<file path="src/rtl/bitrev_reorder_buf.sv">
// Ping-pong reorder buffer: accepts FFT output in bit-reversed order, emits natural order.
// Optional macro BITREV_TLAST_CHECK_EN enables the sticky err_tlast framing check.
module bitrev_reorder_buf #(
    parameter int FFT_LEN = 8,
    parameter int WIDTH   = 16
) (
    input  logic             clk,
    input  logic             rst,
    input  logic [WIDTH-1:0] s_axis_tdata,
    input  logic             s_axis_tvalid,
    input  logic             s_axis_tlast,
    output logic             s_axis_tready,
    output logic [WIDTH-1:0] m_axis_tdata,
    output logic             m_axis_tvalid,
    output logic             m_axis_tlast,
    input  logic             m_axis_tready,
    output logic             err_tlast
);

    localparam int AW = (FFT_LEN > 1) ? $clog2(FFT_LEN) : 1;
    localparam logic [AW-1:0] LAST_IDX = AW'(FFT_LEN - 1);

    // Bank select is the MSB of the address, so both banks share one array.
    logic [WIDTH-1:0] mem [2*FFT_LEN];

    logic            wb_reg;
    logic            rb_reg;
    logic [AW-1:0]   wr_cnt_reg;
    logic [AW-1:0]   rd_cnt_reg;
    logic [1:0]      full_reg;
    logic [1:0]      full_next;
    logic [AW-1:0]   wr_addr_rev;

    logic wr_fire;
    logic rd_fire;
    logic wr_last;
    logic rd_last;

    generate
        for (genvar gi = 0; gi < AW; gi++) begin : g_bitrev
            assign wr_addr_rev[gi] = wr_cnt_reg[AW-1-gi];
        end
    endgenerate

    assign s_axis_tready = !full_reg[wb_reg];
    assign m_axis_tvalid = full_reg[rb_reg];
    assign m_axis_tdata  = mem[{rb_reg, rd_cnt_reg}];
    assign rd_last       = (rd_cnt_reg == LAST_IDX);
    assign wr_last       = (wr_cnt_reg == LAST_IDX);
    assign m_axis_tlast  = full_reg[rb_reg] && rd_last;

    assign wr_fire = s_axis_tvalid && s_axis_tready;
    assign rd_fire = m_axis_tvalid && m_axis_tready;

    // A write can only target an empty bank and a read only a full one, so a
    // simultaneous set and clear always land on different banks.
    always_comb begin
        full_next = full_reg;
        if (wr_fire && wr_last) begin
            full_next[wb_reg] = 1'b1;
        end
        if (rd_fire && rd_last) begin
            full_next[rb_reg] = 1'b0;
        end
    end

    always_ff @(posedge clk) begin
        if (wr_fire) begin
            mem[{wb_reg, wr_addr_rev}] <= s_axis_tdata;
        end
    end

    always_ff @(posedge clk or posedge rst) begin
        if (rst) begin
            wb_reg     <= 1'b0;
            rb_reg     <= 1'b0;
            wr_cnt_reg <= '0;
            rd_cnt_reg <= '0;
            full_reg   <= 2'b00;
        end else begin
            full_reg <= full_next;
            if (wr_fire) begin
                wr_cnt_reg <= wr_last ? '0 : wr_cnt_reg + 1'b1;
                if (wr_last) begin
                    wb_reg <= !wb_reg;
                end
            end
            if (rd_fire) begin
                rd_cnt_reg <= rd_last ? '0 : rd_cnt_reg + 1'b1;
                if (rd_last) begin
                    rb_reg <= !rb_reg;
                end
            end
        end
    end

`ifdef BITREV_TLAST_CHECK_EN
    logic err_tlast_reg;

    // Framing is driven purely by wr_cnt; tlast is only compared, never obeyed.
    always_ff @(posedge clk or posedge rst) begin
        if (rst) begin
            err_tlast_reg <= 1'b0;
        end else if (wr_fire && (s_axis_tlast != wr_last)) begin
            err_tlast_reg <= 1'b1;
        end
    end

    assign err_tlast = err_tlast_reg;
`else
    logic unused_tlast;
    assign unused_tlast = s_axis_tlast;
    assign err_tlast    = 1'b0;
`endif

endmodule

</file>
<file path="config.mk">
export PLATFORM = sky130hd
export DESIGN_NAME = bitrev_reorder_buf
export DESIGN_NICKNAME = d
export VERILOG_FILES = /design/src/rtl/bitrev_reorder_buf.sv
export SDC_FILE = /design/constraint.sdc
export NUM_CORES = 1
export LEC_CHECK = 0
export BUFFER_PORTS_ARGS = -buffer_cell sky130_fd_sc_hd__buf_2
export CAP_MARGIN = 20
export CELL_PAD_IN_SITES_DETAIL_PLACEMENT = 1
export CELL_PAD_IN_SITES_GLOBAL_PLACEMENT = 2
export CORE_MARGIN = 5
export CORE_UTILIZATION = 51
export CTS_BUF_LIST = sky130_fd_sc_hd__clkbuf_8 sky130_fd_sc_hd__clkbuf_16
export CTS_CLUSTER_DIAMETER = 120
export CTS_CLUSTER_SIZE = 8
export DETAILED_ROUTE_END_ITERATION = 10
export PLACE_DENSITY_LB_ADDON = 0.1
export SLEW_MARGIN = 20
export SYNTH_ARGS = -nofsm -noshare
export SYNTH_HDL_FRONTEND = slang
export SYNTH_SLANG_ARGS = --single-unit
</file>
<file path="constraint.sdc">
create_clock -name clk -period 5.27 [get_ports clk]
set_input_delay 0 -clock clk [delete_from_list [all_inputs] [get_ports clk]]
set_output_delay 0 -clock clk [all_outputs]
set_load 0.02 [all_outputs]
</file>
==> flow_summary.yaml <==
clock_network:
  cts_buffers: 39
  root_buffer: "clkbuf_16"
  cts_sinks: 266
  cts_setup_buffers: 0
  clock_path_buffers: 3
  cts_repair_resize_count: 0
  cts_hold_buf: 20
  clk_pin_slew_ns: 0.05
  clock_latency_ns: 0.51
  htree_levels: 2
  cts_tree: "built"
timing:
  setup_tns_ns: 0
  maxSlewViolCount: 0
  worstMarginPinSlew_ns: 1.051
  rsz0062_at_grt: "false"
  whs_ns: 0.02036
  skew_ns: 0.008826
  min_period_ns: 3.131
  setup_slack_ns: 2.139
  setup_viol_count_final: 0
  timing.fmax_mhz: 319.4
  hold_viol: 0
  finalCritPeriodShare_pct: 59.41
  slew_headroom_pct: 29.85
power_and_ir_drop:
  switching_share_pct: 32.56
  powerDensity_mw_per_mm2: 555.6
  ir_drop_uv: 319.9
  clkPwrFrac_pct: 31.2
  switchingPower_mw: 2.225
  power_mw: 6.834
  internal_power_mw: 4.609
  power_frac_comb_pct: 28.9
  p_leak_nw: 4.224
  p_seq_share_pct: 39.9
synthesis:
  ys_warn_count: 0
  yosysTopAreaCellShare_pct: 73.18
  synth_area_mm2: 0.01051
  ys_ff_latch: 266
  yosys.area.top_type: "edfxtp_1"
  synth_cells: 553
  synthesis.nets: 578
  synth_cell_type_count: 41
  async_flop_share_pct: 3.759
  syn_area_per_cell_um2: 19.00
  synth-edff-count: 256
  ys.flop_type: "edfxtp_1"
  ys_seq_area_share_pct: 75.56
  synth_top_cells_by_area: "edfxtp_1 (73%), mux2i_1 (7.4%), mux4_2 (5.4%)"
job:
  maxCapViolations: 0
critical_path:
  crit_arrival_ns: 3.13
  cp_max_fo: 31
  cpPeakStageDelay_ns: 0.88
  crit_top_cell: "buf_4"
  cp_cell_sequence: "buf_4 -> nor2b_1 -> buf_4 -> a22oi_1 -> nand3_1 -> o21ai_1 -> buf_2"
  cp_slowest_cell: "dfrtp_2"
  cp.required_ns: 5.27
  cp-end-kind: "output pin"
  critPathKind: "reg -> out"
  crit_path_start_kind: "flop"
floorplan:
  die_x_um: 153.5
  fp.dieH_um: 153.5
  coreArea_mm2: 0.02023
  row_count: 52
  start_util_pct: 51.92
  io-pin-count: 41
  die_area_mm2: 0.02357
placement:
  placedCellCount: 846
  gp_congestion: 0.7459
  place_area_mm2: 0.01104
  hpwl_um: 14090
  dpl_worst_slack_ns: 2.235
  portBuffers: 38
cells_and_area:
  final_layout_size_suffix_gt1_share_pct: 22.73
  stdcell_count: 921
  diodes: 0
  postLayoutCoreUtil_pct: 60.79
  stdcell_area_mm2: 0.01230
  area.growth.synth_to_final_pct: 17.09
  nNetsFinal: 663
  largest_reg_flops: 256
detailed_routing:
  ant_nets: 0
  via_per_inst: 5.879
  wl_met1_um: 10150
  wl_met2_um: 12560
  drc_errors: 0
  vias: 5415
  wl_met3_um: 952
  firstDrtPassIters: 5
  wl_per_cell_um: 26.23
  dr.max_layer_used: "met4"
  drt_iter0_drc: 321
  drt-total-wl_um: 24150
global_routing:
  grt_pass1_vias: 5828
  antenna_found_initial: 0
  grt_max_degree: 45
  track_usage_pct: 20.87
  grt_pass1_wl_um: 36720
  overflow: 0
run_status:
  outcome: "finished, final reports clean"
min_path:
  hp-class: "in -> async"
synthesized netlist by cell type, types with 2 or more instances:
| library cell | count |
|---|---|
| a22o_1 | 4 |
| o22ai_1 | 5 |
| ha_1 | 4 |
| nand3_1 | 14 |
| and2_1 | 3 |
| a21o_1 | 2 |
| mux2i_1 | 78 |
| nand2b_1 | 3 |
| a2111oi_0 | 5 |
| nand4b_1 | 2 |
| mux2_1 | 6 |
| nor2b_1 | 7 |
| buf_2 | 13 |
| clkbuf_1 | 4 |
| a22oi_1 | 28 |
| a21oi_1 | 6 |
| dfrtp_1 | 10 |
| a221oi_1 | 2 |
| o21ai_0 | 3 |
| edfxtp_1 | 256 |
| o21ai_1 | 9 |
| nor2_1 | 13 |
| a31oi_1 | 2 |
| nor3_1 | 5 |
| nand2_1 | 6 |
| o31ai_1 | 7 |
| buf_1 | 2 |
| mux4_2 | 25 |
| nor4_1 | 3 |
| buf_6 | 6 |
| mux2_2 | 3 |
| buf_4 | 8 |
final cells by class:
class / instances / area (µm²)
clock buffers: 39 / 975.9
clock inverters: 15 / 66.31
fillers: 1742 / 7934
inverters: 2 / 7.507
multi-input cells: 251 / 2402
flip-flops and latches: 266 / 7943
well taps: 270 / 337.8
repair buffers: 78 / 568.0
worst max-delay path, delay by kind of cell, from the launching register on:
kind                   cells  cell delay (ns)
DFF                        1             0.88
AOI/OAI and AO/OA          2             0.28
buffers and inverters      3             1.03
and+or+nand+nor            2             0.41
routing by layer:
layer  track usage [%]  vias up
met5                 0        -
met4             6.560        0
met3             3.176       40
met2             36.08      122
met1             27.51     2831
li1                  -     2422
cells by family after synthesis:
kind of cell | Yosys count | share of synthesized area [%]
AO/OA/AOI/OAI | 73 | 4.835
adder cells (fa/ha/maj) | 4 | 0.4764
buffers and inverters | 36 | 2.263
flip-flops | 266 | 75.56
multiplexers | 112 | 13.76
other | 1 | 0.03570
AND/OR/NAND/NOR | 61 | 3.073
power by group through the flow:
| stage | Clock, mW | Sequential (mW) | Combinational [mW] |
|---|---|---|---|
| 3_3_place_gp | 0 | 2.84 | 1.84 |
| 2_1_floorplan | 0 | 2.60 | 1.49 |
| 4_1_cts | 2.16 | 2.73 | 2.00 |
| 6_report | 2.13 | 2.73 | 1.98 |
| 3_5_place_dp | 0 | 2.77 | 1.98 |
| 5_1_grt | 2.28 | 2.75 | 2.10 |
worst paths after layout:
path | start | end | slack, ns | cells past startpoint
max | rd_cnt_reg[1] | m_axis_tdata[14] | 2.14 | 7
min | rst | wr_cnt_reg[1] | 0.02 | 3
max reg2reg | wb_reg | mem[3][2] | 2.27 | 4
min reg2reg | full_reg[1] | full_reg[1] | 0.56 | 1
max in group asynchronous | rst | rd_cnt_reg[2] | 4.94 | 3
min in group clk | m_axis_tready | rb_reg | 0.41 | 4
cells in the final DEF, fill, tap and decap left out, types with 3 or more instances in the layout:
cell / synthesis / layout
dlygate4sd3_1: 0 / 20
nor2_4: 1 / 3
buf_4: 8 / 18
o21ai_0: 3 / 3
nand3_1: 14 / 14
dfrtp_1: 10 / 8
mux2_1: 6 / 6
nor2_1: 13 / 4
edfxtp_1: 256 / 256
o21ai_1: 9 / 9
nor2b_1: 7 / 7
nor3_2: 0 / 3
and2_1: 3 / 3
mux4_2: 25 / 25
a2111oi_0: 5 / 5
ha_1: 4 / 4
nand2b_1: 3 / 3
a22o_1: 4 / 4
inv_1: 1 / 14
nor4_2: 0 / 3
a22oi_1: 28 / 28
clkbuf_16: 0 / 39
nand2_1: 6 / 6
o22ai_1: 5 / 5
buf_2: 13 / 38
o31ai_1: 7 / 7
mux2i_1: 78 / 78
nor2_2: 0 / 7
mux2_2: 3 / 3
a21oi_1: 6 / 6
(Power assumes the default switching activity.)
